--- src/rtl/spi_responder.sv ---
// spi_responder: SPI mode-3 target holding a 32-bit register file written by 40-bit frames.
//
// Frame: 8-bit address/command (bit 39 = write, bits 38:32 = address) + 32-bit data, MSB first.
// The first 8 bits returned on MISO are status_in; the next 32 are the register addressed
// by the previous valid frame, so readback is pipelined by one frame.
//
// Ports:
//   clk_in, reset_in     system clock, asynchronous active-high reset
//   sck_in, cs_n_in,     SPI bus from the initiator, synchronized into clk_in
//   mosi_in
//   miso_out             serial data to the initiator
//   miso_oe_out          pad tri-state enable, high while selected
//   status_in            status byte sent as the first 8 MISO bits
//   regs_out             register file, reg k at [k*32+31:k*32]
//   frame_done_out       1-cycle pulse when a 40-bit frame is committed
//   frame_error_out      1-cycle pulse when a frame ends with a bit count other than 40
//   err_count_out        saturating error-frame counter, present only with
//                        SPI_RESPONDER_ERRCNT_EN defined; writing 0xA5A5A5A5 to
//                        address 0x7F clears it
module spi_responder #(
    parameter int NUM_REGS = 16,
    parameter int SYNC_LEN = 2
) (
    input  logic                  clk_in,
    input  logic                  reset_in,
    input  logic                  sck_in,
    input  logic                  cs_n_in,
    input  logic                  mosi_in,
    output logic                  miso_out,
    output logic                  miso_oe_out,
    input  logic [7:0]            status_in,
    output logic [NUM_REGS*32-1:0] regs_out,
    output logic                  frame_done_out,
    output logic                  frame_error_out
`ifdef SPI_RESPONDER_ERRCNT_EN
    ,
    output logic [7:0]            err_count_out
`endif
);

    typedef enum logic [1:0] {WAIT_IDLE, IDLE, SHIFT, COMMIT} state_t;

    state_t                    state_q, state_d;
    // sck keeps one extra stage so the last two taps give edge detection
    logic [SYNC_LEN:0]         sck_q, sck_d;
    logic [SYNC_LEN-1:0]       cs_q, cs_d, mosi_q, mosi_d;
    // bit 39 goes straight to miso at select, so tx only holds the remaining 39 bits
    logic [38:0]               tx_q, tx_d;
    logic [39:0]               rx_q, rx_d;
    logic [5:0]                cnt_q, cnt_d;
    logic [6:0]                ptr_q, ptr_d;
    logic [NUM_REGS-1:0][31:0] regs_q, regs_d;
    logic                      miso_q, miso_d;
    logic                      oe_q, oe_d;
    logic                      done_q, done_d;
    logic                      err_q, err_d;
`ifdef SPI_RESPONDER_ERRCNT_EN
    logic [7:0]                ecnt_q, ecnt_d;
`endif

    logic        sck_rise, sck_fall, cs_s, mosi_s;
    logic [6:0]  addr;
    logic [31:0] rd_data;

    assign sck_rise = sck_q[SYNC_LEN-1] & ~sck_q[SYNC_LEN];
    assign sck_fall = ~sck_q[SYNC_LEN-1] & sck_q[SYNC_LEN];
    assign cs_s     = cs_q[SYNC_LEN-1];
    assign mosi_s   = mosi_q[SYNC_LEN-1];
    assign addr     = rx_q[38:32];

    // out-of-range read pointer matches no register and reads as zero
    always_comb begin
        rd_data = '0;
        for (int k = 0; k < NUM_REGS; k++)
            if (ptr_q == 7'(k)) rd_data = regs_q[k];
    end

    always_comb begin
        sck_d   = {sck_q[SYNC_LEN-1:0], sck_in};
        cs_d    = {cs_q[SYNC_LEN-2:0], cs_n_in};
        mosi_d  = {mosi_q[SYNC_LEN-2:0], mosi_in};
        state_d = state_q;
        tx_d    = tx_q;
        rx_d    = rx_q;
        cnt_d   = cnt_q;
        ptr_d   = ptr_q;
        regs_d  = regs_q;
        miso_d  = miso_q;
        oe_d    = oe_q;
        done_d  = 1'b0;
        err_d   = 1'b0;
`ifdef SPI_RESPONDER_ERRCNT_EN
        ecnt_d  = ecnt_q;
`endif
        case (state_q)
            WAIT_IDLE: state_d = cs_s ? IDLE : WAIT_IDLE;
            IDLE: begin
                if (!cs_s) begin
                    tx_d    = {status_in[6:0], rd_data};
                    miso_d  = status_in[7];
                    oe_d    = 1'b1;
                    cnt_d   = '0;
                    state_d = SHIFT;
                end
            end
            SHIFT: begin
                if (cs_s) begin
                    state_d = COMMIT;
                end else if (sck_rise) begin
                    rx_d  = {rx_q[38:0], mosi_s};
                    cnt_d = (cnt_q == 6'd63) ? cnt_q : cnt_q + 6'd1;
                end else if (sck_fall && cnt_q != 6'd0) begin
                    // the leading fall precedes the first sample, so bit 39 stays put until then
                    miso_d = tx_q[38];
                    tx_d   = {tx_q[37:0], 1'b0};
                end
            end
            COMMIT: begin
                oe_d    = 1'b0;
                miso_d  = 1'b0;
                state_d = IDLE;
                if (cnt_q == 6'd40) begin
                    done_d = 1'b1;
                    ptr_d  = addr;
                    for (int k = 0; k < NUM_REGS; k++)
                        if (rx_q[39] && addr == 7'(k)) regs_d[k] = rx_q[31:0];
`ifdef SPI_RESPONDER_ERRCNT_EN
                    if (rx_q[39] && addr == 7'h7F && rx_q[31:0] == 32'hA5A5A5A5) ecnt_d = '0;
`endif
                end else begin
                    err_d = 1'b1;
`ifdef SPI_RESPONDER_ERRCNT_EN
                    ecnt_d = (ecnt_q == 8'hFF) ? ecnt_q : ecnt_q + 8'd1;
`endif
                end
            end
            default: state_d = WAIT_IDLE;
        endcase
    end

    always_ff @(posedge clk_in or posedge reset_in) begin
        if (reset_in) begin
            state_q <= WAIT_IDLE;
            sck_q   <= '0;
            cs_q    <= '0;
            mosi_q  <= '0;
            tx_q    <= '0;
            rx_q    <= '0;
            cnt_q   <= '0;
            ptr_q   <= '0;
            regs_q  <= '0;
            miso_q  <= 1'b0;
            oe_q    <= 1'b0;
            done_q  <= 1'b0;
            err_q   <= 1'b0;
`ifdef SPI_RESPONDER_ERRCNT_EN
            ecnt_q  <= '0;
`endif
        end else begin
            state_q <= state_d;
            sck_q   <= sck_d;
            cs_q    <= cs_d;
            mosi_q  <= mosi_d;
            tx_q    <= tx_d;
            rx_q    <= rx_d;
            cnt_q   <= cnt_d;
            ptr_q   <= ptr_d;
            regs_q  <= regs_d;
            miso_q  <= miso_d;
            oe_q    <= oe_d;
            done_q  <= done_d;
            err_q   <= err_d;
`ifdef SPI_RESPONDER_ERRCNT_EN
            ecnt_q  <= ecnt_d;
`endif
        end
    end

    assign miso_out        = miso_q;
    assign miso_oe_out     = oe_q;
    assign regs_out        = regs_q;
    assign frame_done_out  = done_q;
    assign frame_error_out = err_q;
`ifdef SPI_RESPONDER_ERRCNT_EN
    assign err_count_out   = ecnt_q;
`endif

endmodule
--- config.mk ---
export PLATFORM = sky130hd
export DESIGN_NAME = spi_responder
export DESIGN_NICKNAME = d
export VERILOG_FILES = /design/src/rtl/spi_responder.sv
export SDC_FILE = /design/constraint.sdc
export NUM_CORES = 1
export LEC_CHECK = 0
export CORE_UTILIZATION = 48
export CTS_CLUSTER_SIZE = 40
export DETAILED_ROUTE_END_ITERATION = 12
export PLACE_DENSITY = 0.76
export RECOVER_POWER = 50
export SLEW_MARGIN = 20
export SYNTH_ARGS = -nofsm -noshare
export SYNTH_HDL_FRONTEND = slang
export SYNTH_SLANG_ARGS = --single-unit
export TNS_END_PERCENT = 50
--- constraint.sdc ---
create_clock -name clk_in -period 21.2 [get_ports clk_in]
set_input_delay 4.24 -clock clk_in [delete_from_list [all_inputs] [get_ports clk_in]]
set_output_delay 4.24 -clock clk_in [all_outputs]
set_load 0.005 [all_outputs]
=== Word level (Yosys, flattened, before mapping) ===
Cells that the tools add are included.

* Output and inout port bits: 516
* Input port bits: 13
* Bits in registers: 617

* Bitwise logic cells: 5
* Muxes and demuxes: 41
* Reduce and logical (&&, ||, !) cells: 47
* $add $sub $neg: 1
* Equal/unequal tests: 42

{| class="wikitable"
|+ Operator list
! cell !! number
|-
| 2-to-1 mux 32 bit || 16
|-
| 2-to-1 mux 39 bit || 4
|-
| equality test 7 x 4 -> 1 bit (second input constant) || 16
|-
| case mux 39 bit (2 select lines) || 1
|-
| equality test 7 x 3 -> 1 bit (second input constant) || 8
|-
| AND reduction 3 bit || 17
|-
| equality test 7 x 2 -> 1 bit (second input constant) || 4
|-
| 2-to-1 mux 6 bit || 4
|-
| logical AND 1 bit || 17
|-
| AND reduction 5 bit || 3
|-
| equality test 7 x 1 -> 1 bit (second input constant) || 2
|-
| zero test 7 bit || 2
|-
| != test 2 bit (second input constant) || 7
|-
| equality test 6 bit (second input constant) || 2
|-
| case mux 6 bit (2 select lines) || 1
|-
| 2-to-1 mux 1 bit || 10
|-
| case mux 2 bit (4 select lines) || 1
|-
| adder 6 x 1 -> 6 bit (second input constant) || 1
|-
| AND reduction 2 bit || 3
|-
| nonzero test 6 bit || 1
|-
| equality test 2 bit (second input constant) || 2
|-
| 2-to-1 mux 2 bit || 2
|-
| nonzero test 2 bit || 2
|-
| NOT 1 bit || 3
|-
| 6 further kinds || 7
|}

=== Longest topological paths before layout ===
Gate-level depths: netlist of the first run.

* Depth after elaboration: 19
* Depth in mapped cells: 11
* Depth with buffers taken out: 8

=== Least setup slack after synthesis of the first run ===
OpenSTA, ideal clock, no wires.

* Kind: reg2out
* Start: register regs_q (netlist bit regs_out[267])
* End: output regs_out[267]
* Slack: 16.580 ns
* Arrival time: 0.380 ns
* Required time: 16.960 ns
* Cell stages (with the launch flop): 1
* Cell sequence: dfrtp_1

{| class="wikitable"
|+ RTL lines
! element !! line !! text
|-
| from (decl) || 52 || <nowiki>logic [NUM_REGS-1:0][31:0] regs_q, regs_d;</nowiki>
|-
| from (signal assigned) || 168 || <nowiki>regs_q <= regs_d;</nowiki>
|-
| to (decl) || 32 || <nowiki>output logic [NUM_REGS*32-1:0] regs_out,</nowiki>
|}

No word-level cell between the ends.

==> impl_metrics.csv, run 1 <==
group,metric,value,unit
status,status,"complete, but fails checks",
status,violations,"max-capacitance violations, max-slew violations",
pwr,ir_worst_vdd,0.0906,mV
pwr,intPower,2.07,mW
cts,clkSinkCount,617,
worst_setup_path,r2r_start,"ptr_q[1]",
die,dieArea,60400,um^2
die,fp.dieW,246,um
cts,post_cts_buffers,0,
detailed_routing,ant_nets,0,
worst_setup_path,crit_required,21710,ps
global_route,grt_start_max_net_pins,194,
synth,synth.avg_cell_area,12.8,um^2
worst_setup_path,cp.arrival,10380,ps
cts,path_clk_slew,60,ps
worst_setup_path,critPathCapture,"ptr_q[0]",
worst_setup_path,critPathCaptureType,"asynchronous set/reset pin",
synth,synth-seq-cells,617,
sta,drv_slew,818,
global_route,grt.overflow.total,0,
place,placedInstanceArea,34400,um^2
worst_setup_path,r2r_setup_slack,13610,ps
sta,setup_viol,0,
die,core_area,58900,um^2
synth,yosys_warnings,0,
finish,area_growth,28.0,%
worst_setup_path,reg2reg_to,"tx_q[14]",
sta,rsz0062_at_grt,"false",
min_path,hp-class,"register to register",
pwr,clockPowerShare,43.4,%
worst_setup_path,start_kind,"primary input",
sta,worst_pin_slew,4760,ps
synth,ys_async_sr_fraction,100,%
detailed_routing,vias,22500,
detailed_routing,initialDrtViolationCount,2017,
detailed_routing,drt-total-wl,113000,um
sta,slew_headroom,-218,%
cts,insertion_delay,630,ps
worst_setup_path,crit_fanout,130,
place,port_buffers,528,
pwr,p_comb_share,11.9,%
sta,finalHoldViolCount,0,
detailed_routing,drc,0,
pwr,switching_power,0.779,mW
synth,synth_area,28500,um^2
cts,post_cts_resized,0,
detailed_routing,firstDrtPassIters,5,
global_route,grt_pass1_vias,23100,
worst_setup_path,cpPeakStageDelay,2700,ps
worst_setup_path,path_buf_inv,6,
run,maxCapViolations,26,
worst_setup_path,worstSetupPathType,"primary input to asynchronous set/reset pin",
sta,tns,0,ps
finish,final_area,36500,um^2
global_route,grt_pass1_wl,162000,um
die,start_util,48.5,%
cts,cts_tree,"done",
worst_setup_path,cp_slowest_cell,"clkbuf_1",
finish,drive_above_1_share,26.4,%
sta,timing.final.crit_share,46.6,%
sta,max_freq,101,MHz
finish,fin_nets,2705,
finish,antennaDiodeCount,0,
finish,fillers,4604,
finish,fin_util,62.0,%
global_route,grt_usage,37.4,%
worst_setup_path,critPathLaunch,"reset_in",
pwr,p_per_area,77.9,nW/um^2
pwr,p_seq_share,44.7,%
die,ioPinCount,529,
synth,synth-edff-count,0,
pwr,swShare,27.3,%
die,fp-row-count,89,
synth,synthCells,2224,
worst_setup_path,path_cells,"dlygate4sd3_1, clkinvlp_2, clkbuf_1, buf_12, buf_16, buf_4",
cts,cts-root-buf,"clkbuf_16",
global_route,antenna_found_initial,2,
sta,fin_skew,38.2,ps
synth,synth_cell_types,78,
synth,ys.flop_type,"dfrtp_1",
synth,ys_seq_area_share,54.1,%
pwr,leakage,16.6,nW
cts,clockBufferDepth,3,
place,dp.final_hpwl,76500,um
worst_setup_path,crit_family,"buffers and inverters",
worst_setup_path,worstRegToRegCells,7,
sta,min_period,9870,ps
detailed_routing,viasPerCell,6.41,
die,die_h,246,um
worst_setup_path,crit_cells,6,
cts,cts_buffers,67,
place,globalplace.congestion,0.922,
detailed_routing,wire_per_inst,32.3,um
cts,htreeDepth,3,
cts,holdBufCountCts,0,
synth,syn-num-nets,2243,
[sequential cells by signal, summed over array words and instances, names as in the netlist]
signal           count
rx_q                40
ptr_q                7
cs_q                 2
frame_error_out      1
tx_q                39
mosi_q               2
miso_out             1
state_q              2
regs_out           512
cnt_q                6
miso_oe_out          1
frame_done_out       1
sck_q                3
[logic make-up (layout without fill, tap and decap cells)]
group / count (synthesis) / count (layout) / share of synthesized area [%]
and+or+nand+nor: 295 / 295 / 5.50
xor gates and xnor gates: 1 / 1 / 0.0307
DFF: 617 / 617 / 54.1
AOI/OAI and AO/OA: 431 / 431 / 9.69
buffers and inverters: 200 / 714 / 3.35
muxes: 674 / 674 / 27.1
adders and majority gates: 6 / 6 / 0.263
[synth_stat cells, types with 17 or more instances]
master	count	area, um^2
dfrtp_1	617	15400
mux2_2	535	6020
a21oi_1	120	601
o21ai_0	112	561
nand2_1	91	342
clkbuf_1	79	297
buf_2	73	365
mux2i_1	71	711
nor2_1	58	218
mux2_1	48	541
buf_4	30	225
nand3_1	25	125
and3_1	21	131
mux4_2	20	450
o22ai_1	20	125
o221ai_1	19	166
a221oi_1	18	158
a22oi_1	18	135
or3_1	18	113
a31oi_1	17	106
[how the worst min path moves through the flow]
| stage | to | slack (ps) | from | depth (start not counted) |
|---|---|---|---|---|
| floorplan | cs_q[1] | 330 | cs_q[0] | 0 |
| global placement | mosi_q[1] | 340 | mosi_q[0] | 0 |
| detailed placement | sck_q[1] | 340 | sck_q[0] | 0 |
| CTS | sck_q[1] | 350 | sck_q[0] | 0 |
| global route | sck_q[1] | 360 | sck_q[0] | 0 |
| finish | sck_q[1] | 340 | sck_q[0] | 0 |
[power groups by stage]
stage                     combinational, mW  sequential [mW]  clock, mW
final                                 0.340             1.27       1.24
after global routing                  0.371             1.28       1.29
after CTS                             0.341             1.27       1.24
after detailed placement              0.336             1.29          0
after global placement                0.326             1.29          0
after floorplan                       0.243             1.27          0
[layer usage]
metal | global-route usage (%) | part of all wire [%] | vias to the layer above
met5 | 0 | 0 | -
li1 | - | - | 9146
met2 | 59.2 | 47 | 1320
met1 | 46.5 | 37 | 11700
met3 | 9.71 | 9.6 | 334
met4 | 20.8 | 5.9 | 0
[through the flow]
step                instances  worst slack (ps)  power (mW)  hold slack, ps
global placement         3388             13160        1.61             336
detailed placement       3388             13040        1.63             341
CTS                      3509             13700        2.86             349
global route             3511             10320        2.94             361
floorplan                2224              8540        1.51             331
finish                   3511             11330        2.85             345
[cells in the final DEF (no fill, tap or decap), types with 8 or more instances in the layout]
cell	netlist	final
a211oi_1	15	15
a21oi_1	120	119
a221oi_1	18	18
a22o_1	9	9
a22oi_1	18	18
a31oi_1	17	17
and3_1	21	22
buf_4	30	23
clkbuf_1	79	31
clkbuf_16	0	69
clkbuf_8	0	18
clkdlybuf4s50_1	0	449
clkinv_2	0	11
dfrtp_1	617	615
dlygate4sd3_1	0	79
inv_1	13	11
mux2_1	48	48
mux2_2	535	535
mux2i_1	71	71
mux4_2	20	20
nand2_1	91	91
nand2b_1	14	13
nand3_1	25	28
nor2_1	58	62
nor2b_1	10	8
nor3_1	8	11
o211ai_1	15	15
o21ai_0	112	112
o221ai_1	19	19
o22ai_1	20	20
o2bb2ai_1	8	8
o32ai_1	8	8
or3_1	18	18
[layout make-up]
| type | instances | area (um^2) | share of cell area (%) |
|---|---|---|---|
| tap | 773 | 967 | 2.65 |
| multi-input combinational | 1407 | 12100 | 33.1 |
| clock buffer | 95 | 2000 | 5.48 |
| sequential | 617 | 15400 | 42.3 |
| inverter | 15 | 57.6 | 0.157 |
| timing repair buffer | 578 | 5640 | 15.4 |
| clock inverter | 26 | 322 | 0.880 |
(Power assumes the default switching activity.)
==> inputs of run 2 (changes only) <==
==> constraint.sdc (replaced) <==
create_clock -name clk_in -period 7.9 [get_ports clk_in]
set_input_delay 1.58 -clock clk_in [delete_from_list [all_inputs] [get_ports clk_in]]
set_output_delay 1.58 -clock clk_in [all_outputs]
set_load 0.005 [all_outputs]
==> impl_metrics.csv, run 2 (synthesized netlist as in run 1, its figures left out) <==
group,metric,value,unit
detailed_routing,drt-total-wl,117000,um
min_path,hp-start,"mosi_q[0]",
global_route,grt_start_max_net_pins,177,
cts,htreeDepth,3,
finish,final_common_cell,"dfrtp_1",
cts,post_cts_buffers,0,
pwr,p_seq_share,44.5,%
finish,drive_above_1_share,26.3,%
global_route,grt_pass1_wl,167000,um
place,port_buffers,528,
pwr,swShare,27.8,%
worst_setup_path,worstRegToRegCells,7,
detailed_routing,vias,23300,
cts,cts_tree,"done",
pwr,switching_power,2.14,mW
sta,max_freq,196,MHz
place,globalplace.congestion,0.942,
detailed_routing,drc,0,
worst_setup_path,worstSetupPathType,"register to register",
global_route,grt.overflow.total,0,
cts,cts_buffers,67,
detailed_routing,viasPerCell,6.64,
global_route,grt_usage,38.4,%
finish,final_area,36500,um^2
sta,fin_skew,25.1,ps
die,start_util,48.5,%
sta,setup_slack,2810,ps
cts,path_clk_slew,60,ps
cts,insertion_delay,610,ps
sta,timing.final.crit_share,64.5,%
status,status,"complete, but fails checks",
pwr,ir_worst_vdd,0.175,mV
sta,drv_slew,387,
pwr,power,7.71,mW
worst_setup_path,start_kind,"register",
die,ioPinCount,529,
worst_setup_path,cp.arrival,5570,ps
finish,fin_util,62.0,%
min_path,hp-class,"register to register",
finish,area_growth,27.9,%
pwr,clockPowerShare,42.2,%
finish,largest_reg_flops,512,
worst_setup_path,r2r_start,"state_q[0]",
run,maxCapViolations,13,
pwr,leakage,16.7,nW
detailed_routing,initialDrtViolationCount,2757,
detailed_routing,firstDrtPassIters,9,
sta,rsz0062_at_grt,"false",
worst_setup_path,r2r_setup_slack,2810,ps
die,core_area,58900,um^2
cts,cts-root-buf,"clkbuf_16",
worst_setup_path,crit_required,8380,ps
worst_setup_path,reg2reg_to,"rx_q[2]",
place,placedInstanceArea,34400,um^2
pwr,intPower,5.56,mW
place,dp.final_hpwl,80900,um
finish,fillers,4572,
die,fp.dieW,246,um
sta,finalHoldViolCount,0,
worst_setup_path,crit_fanout,40,
finish,final_cell_mix,"dfrtp_1, mux2_2, clkdlybuf4s50_1",
cts,post_cts_resized,0,
sta,slew_headroom,-117,%
sta,setup_viol,0,
min_path,holdPathStages,0,
die,fp-row-count,89,
cts,clockBufferDepth,3,
global_route,antenna_found_initial,1,
global_route,grt_pass1_vias,23400,
cts,holdBufCountCts,0,
status,violations,"max-capacitance violations, max-slew violations",
sta,min_period,5090,ps
pwr,p_per_area,211,nW/um^2
detailed_routing,wire_per_inst,33.3,um
finish,fin_nets,2706,
die,die_h,246,um
place,place_ws,3860,ps
pwr,p_comb_share,13.3,%
min_path,hold_end,"mosi_q[1]",
worst_setup_path,critPathCaptureType,"register",
detailed_routing,ant_nets,0,
cts,clkSinkCount,617,
finish,antennaDiodeCount,0,
die,dieArea,60400,um^2
sta,worst_pin_slew,3260,ps
[run 2: cell type report]
cell class	instances	area [um^2]	share of cell area, %
flip-flops and latches	617	15500	42.3
multi-input cells	1407	12100	33.1
repair buffers	579	5690	15.6
clock buffers	99	1990	5.46
well taps	773	967	2.65
clock inverters	17	249	0.682
inverters	15	57.6	0.158
[run 2: worst max path at each step]
| stage | to | cells after the start | from | slack, ps |
|---|---|---|---|---|
| 5_1_grt | regs_out[78] | 4 | reset_in | 2220 |
| 2_1_floorplan | cnt_q[0] | 1 | reset_in | -2100 |
| 3_3_place_gp | regs_out[224] | 4 | reset_in | 3930 |
| 3_5_place_dp | regs_out[192] | 4 | reset_in | 3860 |
| 4_1_cts | tx_q[29] | 6 | ptr_q[5] | 4310 |
| 6_report | rx_q[2] | 7 | state_q[0] | 2810 |
[run 2: layer usage]
layer	vias up	share of wire [%]	GRT usage (%)
li1	9158	-	-
met4	2	6.6	22.5
met1	12100	37	48.2
met2	1620	46	60.6
met3	422	10	9.08
met5	-	0.0060	0
[run 2: power groups by stage]
stage               sequential (mW)  combinational, mW  clock [mW]
global route                   3.43               1.09        3.40
global placement               3.47              0.929           0
floorplan                      3.40              0.653           0
finish                         3.43               1.03        3.25
detailed placement             3.47               1.02           0
CTS                            3.42               1.03        3.27
[run 2: critical path: stages, from the launching register on]
cell and delay (ps):
dfrtp_1 420, inv_1 100, ha_1 180, clkinv_1 80
clkbuf_1 640, nor4b_1 650, clkbuf_1 2330, mux2_2 500
[run 2: metrics by stage]
stage,instances,hold slack (ps),TNS (ps)
2_1_floorplan,2224,331,-1296330
3_3_place_gp,3388,341,0
3_5_place_dp,3390,341,0
4_1_cts,3506,355,0
5_1_grt,3507,367,0
6_report,3507,355,0
